## src/rtl/snes_input_pkg.sv

```systemverilog
// snes_input_pkg: shared types for the SNES input arbiter.
// Arbitration state and mode encodings.
package snes_input_pkg;

    typedef enum logic {
        ARB_IDLE  = 1'b0,
        ARB_OWNED = 1'b1
    } arb_state_t;

    localparam logic MODE_OWN   = 1'b0;
    localparam logic MODE_MERGE = 1'b1;

endpackage

```

## src/rtl/arb_idle_timer.sv

```systemverilog
// arb_idle_timer: counts consecutive idle owner samples.
// o_at_limit means the next idle sample ends ownership.
module arb_idle_timer #(
    parameter int IDLE_CYCLES = 1000
) (
    input  logic clk,
    input  logic reset,
    input  logic i_clr,
    input  logic i_inc,
    output logic o_at_limit
);

    localparam int CW = $clog2(IDLE_CYCLES + 1);
    localparam logic [CW-1:0] LIMIT = CW'(IDLE_CYCLES - 1);
    localparam logic [CW-1:0] SAT   = CW'(IDLE_CYCLES);

    logic [CW-1:0] r_cnt;

    // Clear has priority; increment stops at SAT so it never wraps.
    always_ff @(posedge clk or posedge reset) begin
        if (reset) begin
            r_cnt <= '0;
        end else if (i_clr) begin
            r_cnt <= '0;
        end else if (i_inc && (r_cnt != SAT)) begin
            r_cnt <= r_cnt + CW'(1);
        end
    end

    assign o_at_limit = (r_cnt >= LIMIT);

endmodule

```

## src/rtl/snes_input_arbiter.sv

```systemverilog
// snes_input_arbiter: picks which input source drives the SNES.
// Ownership FSM with idle release, or OR-merge of all sources.
module snes_input_arbiter
    import snes_input_pkg::*;
#(
    parameter int N_SRC       = 3,
    parameter int BTN_W       = 4,
    parameter int IDLE_CYCLES = 1000
) (
    input  logic                       clk,
    input  logic                       reset,
    input  logic                       mode,
    input  logic [N_SRC*BTN_W-1:0]     src_btn,
    input  logic [N_SRC-1:0]           src_en,
    output logic [BTN_W-1:0]           button_press,
    output logic [$clog2(N_SRC)-1:0]   owner,
    output logic                       owner_valid
);

    localparam int OW = $clog2(N_SRC);

    arb_state_t       r_state;
    logic [OW-1:0]    r_owner;
    logic             r_valid;
    logic [BTN_W-1:0] r_btn;

    logic [BTN_W-1:0] w_src [N_SRC];
    logic             w_any;
    logic [OW-1:0]    w_sel;
    logic [BTN_W-1:0] w_sel_vec;
    logic [BTN_W-1:0] w_merge;
    logic [BTN_W-1:0] w_own_vec;
    logic             w_own_en;
    logic             w_own_zero;
    logic             w_at_limit;
    logic             w_inc;
    logic             w_release;

    // Disabled sources look exactly like idle sources.
    always_comb begin
        for (int i = 0; i < N_SRC; i++) begin
            w_src[i] = src_btn[i*BTN_W +: BTN_W]
                     & {BTN_W{src_en[i]}};
        end
    end

    // Lowest active index wins; scan downward so it is written last.
    always_comb begin
        w_any     = 1'b0;
        w_sel     = '0;
        w_sel_vec = '0;
        for (int i = N_SRC - 1; i >= 0; i--) begin
            if (|w_src[i]) begin
                w_any     = 1'b1;
                w_sel     = OW'(i);
                w_sel_vec = w_src[i];
            end
        end
    end

    // OR of every enabled source for merge mode.
    always_comb begin
        w_merge = '0;
        for (int i = 0; i < N_SRC; i++) begin
            w_merge = w_merge | w_src[i];
        end
    end

    // Current owner's vector and enable.
    always_comb begin
        w_own_vec = '0;
        w_own_en  = 1'b0;
        for (int i = 0; i < N_SRC; i++) begin
            if (r_owner == OW'(i)) begin
                w_own_vec = w_src[i];
                w_own_en  = src_en[i];
            end
        end
    end

    assign w_own_zero = ~|w_own_vec;

    // Count only while owned, enabled and idle; anything else clears.
    assign w_inc = (r_state == ARB_OWNED)
                && (mode == MODE_OWN)
                && w_own_en
                && w_own_zero
                && !w_at_limit;

    // Disable and timeout collapse into one release.
    assign w_release = !w_own_en
                    || (w_own_zero && w_at_limit);

    arb_idle_timer #(
        .IDLE_CYCLES(IDLE_CYCLES)
    ) u_timer (
        .clk       (clk),
        .reset     (reset),
        .i_clr     (!w_inc),
        .i_inc     (w_inc),
        .o_at_limit(w_at_limit)
    );

    // Ownership FSM with registered outputs.
    always_ff @(posedge clk or posedge reset) begin
        if (reset) begin
            r_state <= ARB_IDLE;
            r_owner <= '0;
            r_valid <= 1'b0;
            r_btn   <= '0;
        end else if (mode == MODE_MERGE) begin
            r_state <= ARB_IDLE;
            r_owner <= '0;
            r_valid <= 1'b0;
            r_btn   <= w_merge;
        end else begin
            case (r_state)
                ARB_IDLE: begin
                    if (w_any) begin
                        r_state <= ARB_OWNED;
                        r_owner <= w_sel;
                        r_valid <= 1'b1;
                        r_btn   <= w_sel_vec;
                    end else begin
                        r_btn   <= '0;
                    end
                end
                ARB_OWNED: begin
                    if (w_release) begin
                        r_state <= ARB_IDLE;
                        r_owner <= '0;
                        r_valid <= 1'b0;
                        r_btn   <= '0;
                    end else begin
                        r_btn   <= w_own_vec;
                    end
                end
                default: begin
                    r_state <= ARB_IDLE;
                    r_owner <= '0;
                    r_valid <= 1'b0;
                    r_btn   <= '0;
                end
            endcase
        end
    end

    assign button_press = r_btn;
    assign owner        = r_owner;
    assign owner_valid  = r_valid;

endmodule

```

## config.mk

```make
export PLATFORM = sky130hd
export DESIGN_NAME = snes_input_arbiter
export DESIGN_NICKNAME = d
export VERILOG_FILES = /design/src/rtl/snes_input_pkg.sv /design/src/rtl/arb_idle_timer.sv /design/src/rtl/snes_input_arbiter.sv
export SDC_FILE = /design/constraint.sdc
export NUM_CORES = 1
export LEC_CHECK = 0
export ABC_AREA = 1
export CORE_MARGIN = 8
export CORE_UTILIZATION = 51
export DETAILED_ROUTE_END_ITERATION = 8
export PLACE_DENSITY_LB_ADDON = 0.25
export SLEW_MARGIN = 5
export SYNTH_ARGS = -nofsm -noshare
export SYNTH_HDL_FRONTEND = slang
export SYNTH_SLANG_ARGS = --single-unit
```

## constraint.sdc

```tcl
create_clock -name clk -period 1.7 [get_ports clk]
set_input_delay 0.34 -clock clk [delete_from_list [all_inputs] [get_ports clk]]
set_output_delay 0.34 -clock clk [all_outputs]
set_load 0.01 [all_outputs]
```

==> summary.txt <==
Route
  – Via count: 1360
  – DRC: 0
  – Vias per cell: 5.13
  – Detail Route Antenna Nets: 0
  – DRT Pass-1 Iters: 4
  – Drt total wl: 3.38 mm
  – Drt wl/cell: around 13 um
  – DR iter-0 viols: 85

Critical path
  – R2r endpoint: u_timer.r_cnt[8]
  – Critical path capture point type: primary output
  – R2R Setup Slk: 0.14 ns
  – Startpoint types: register
  – Last element of the critical path: owner[0]
  – Critical path required time: 1.36 ns
  – CP delay by family, top: buffers and inverters
  – Setup CP Type: reg2out
  – CP max stage delay: between 0.5 and 0.6 ns
  – Worst Path Arrival: roughly 1.3 ns
  – Worst reg2reg startpoint: u_timer.r_cnt[1]
  – Worst-path cell chain: clkdlybuf4s50_1
  – Worst path bufs/invs: 1
  – Crit. Startpoint: owner[0]
  – Slowest library cell on the worst path: clkdlybuf4s50_1
  – Crit path depth: 1
  – Critical path fanouts, max: 6
  – Worst reg2reg path depth: 10

GRT
  – Total GRT Usage: 16.1%
  – Met3 Use GR: 2.89%
  – Total grt overflow: 0
  – Met2 Resource Use GR: 32.0%
  – Vias in the first global route: 1425
  – GR Util met1: 15.6%
  – Largest net degree at the start of global routing: 19
  – First-pass GRT wire length: 5.63 mm
  – GRT busiest layer: met2
  – Initial antenna violation count: 0

Timing
  – Worst slew pin tran: 0.380 ns
  – RSZ-0062 raised after global routing: no
  – Fmax: 612 MHz
  – Relative slew slack: 74.5%
  – Period utilization: between 90% and 100%
  – Final hold vios: 0
  – Final Skew: 0.00518 ns
  – Min Tclk post-route: 1.63 ns
  – Pins Over Slew Limit: 0
  – TNS Setup: 0 ns
  – Final setup violation count: 0
  – Hold WS: 0.372 ns

Logic synthesis
  – Synthesized area: roughly 1300 um2
  – Post-synthesis area per instance: 6.72 um2
  – Synth cell types: 23
  – Dominant cell type by area after synthesis: dfrtp_1
  – Sequential-to-total area share from yosys stat: 35.8%
  – Predominant post-synthesis flop cell: dfrtp_1
  – Post-Synthesis Cells: 187
  – #FFs+latches synth: 18
  – YS warnings: 0
  – Most common cell in the netlist: nand2_1
  – Mapped Nets: 207
  – Post-synth EDFFs: 0
  – Share of flip-flops with an asynchronous set or reset: 100%
  – Top post-synthesis cells by area: dfrtp_1, nand2_1, inv_1, nor2_1, nand3_1
  – Synth top cells by count: nand2_1, inv_1, dfrtp_1
  – Synth top area share: between 30% and 40%

Floorplan
  – Core footprint: 2410 um2
  – Die area: 4310 um2
  – Die Span Y: 65.7 um
  – Row count: 18
  – Die width: between 60 and 70 um
  – # IOs: 25
  – Initial core utilization: 52.2%

Cells and area
  – Share of layout cells above drive strength 1: 19.6%
  – Final Cell Area: 1730 um2
  – Finished Core Util: a little under three quarters
  – Reg area: 453 um2
  – N_diodes: 0
  – Area occupied by multi-input gates: 688 um2
  – Nets: 257
  – FILL cells: around 220
  – Layout area overhead: 37.6%

Clock network
  – Clk Latency, worst-skew pair: 0.29 ns
  – Root buffer cell: clkbuf_4
  – Clk sinks: 18
  – TritonCTS clock tree: done
  – TritonCTS Buffers: 3
  – Hold buffers post-CTS: 0
  – CTS clk-pin slew, worst paths: 0.10 ns
  – H-tree lvl count: 1
  – Post-CTS Repair Setup Buffers: 0
  – Bufs on Longest Clock Path: 2

Power
  – Peak VDD IR: 0.486 mV
  – Total power: 1030 uW
  – Leakage: 0.000898 uW
  – Power per Cell Area: 598 nW/um2

Worst hold path
  – Hold crit path type: in2async

Outcome
  – Status: finished clean

Placement
  – Dpl hpwl: 2.84 mm
  – Placer congestion estimate: 1.03
  – DP Area: around 1700 um2
  – # port buffers: 24

Flow run
  – Maxcap violations: 0
[layout by cell type, fill, tap and decap left out, types with 3 or more instances in the layout]
cell type	count
a21oi_1	4
a21oi_2	3
buf_4	21
clkbuf_4	3
clkdlybuf4s50_1	22
dfrtp_1	16
inv_1	31
nand2_1	65
nand2_2	4
nand3_1	12
nand3_2	3
nand4_1	6
nor2_1	16
nor2_2	4
nor3_1	3
o211ai_1	4
o31ai_1	3
[how the worst min path moves through the flow]
stage	to	slack (ns)
floorplan	button_press[0]	0.28
finish	u_timer.r_cnt[5]	0.37
CTS	u_timer.r_cnt[5]	0.38
global route	u_timer.r_cnt[0]	0.40
detailed placement	u_timer.r_cnt[8]	0.50
global placement	owner_valid	0.46
[through the flow]
step                std cells  worst slack [ns]
finish                    265            0.0657
global route              265           0.00384
CTS                       265           0.00863
detailed placement        262            -0.210
global placement          262            -0.180
floorplan                 187             0.298
[cell type report]
cell class                      instances  share of cell area [%]
Timing Repair Buffer                   45                    23.3
Sequential cell                        18                    26.2
Clock buffer                            3                    1.30
Tap cell                               30                    2.17
Inverter                               33                    7.30
Multi-Input combinational cell        136                    39.8
[state kept, by name (all words and copies together) (netlist names)]
signal,cells
owner,2
r_state,1
u_timer.r_cnt,10
button_press,4
owner_valid,1
[report_power, final]
group          leakage (uW)  total, uW  switching, uW  internal [uW]
logic              0.000647        346            176            171
registers          0.000238        478           19.8            458
clock network     0.0000138        210            128           82.3
[layer usage]
layer | wire [um] | vias up
met5 | 0 | -
met4 | 63 | 0
met3 | 118 | 6
met2 | 1840 | 35
met1 | 1360 | 632
li1 | - | 687
[kinds of logic (layout without fill, tap and decap cells)]
kind of cell | Yosys count | in the layout | synth area share, %
AOI/OAI and AO/OA | 14 | 14 | 7.86
xor gates and xnor gates | 1 | 1 | 0.697
adders and majority gates | 2 | 2 | 1.99
buffers and inverters | 33 | 81 | 10.0
DFF | 18 | 18 | 35.8
and+or+nand+nor | 119 | 119 | 43.6
[tightest hold or removal path, delay by kind of cell]
family,cells,cell delay (ns)
buffers and inverters,3,0.70
[what timing repair did]
action                     in CTS  in global routing
pin swaps                       0                  1
resized for setup               1                  6
hold endpoints to repair        0                  0
setup endpoints to repair       1                 13
(Power assumes the default switching activity.)
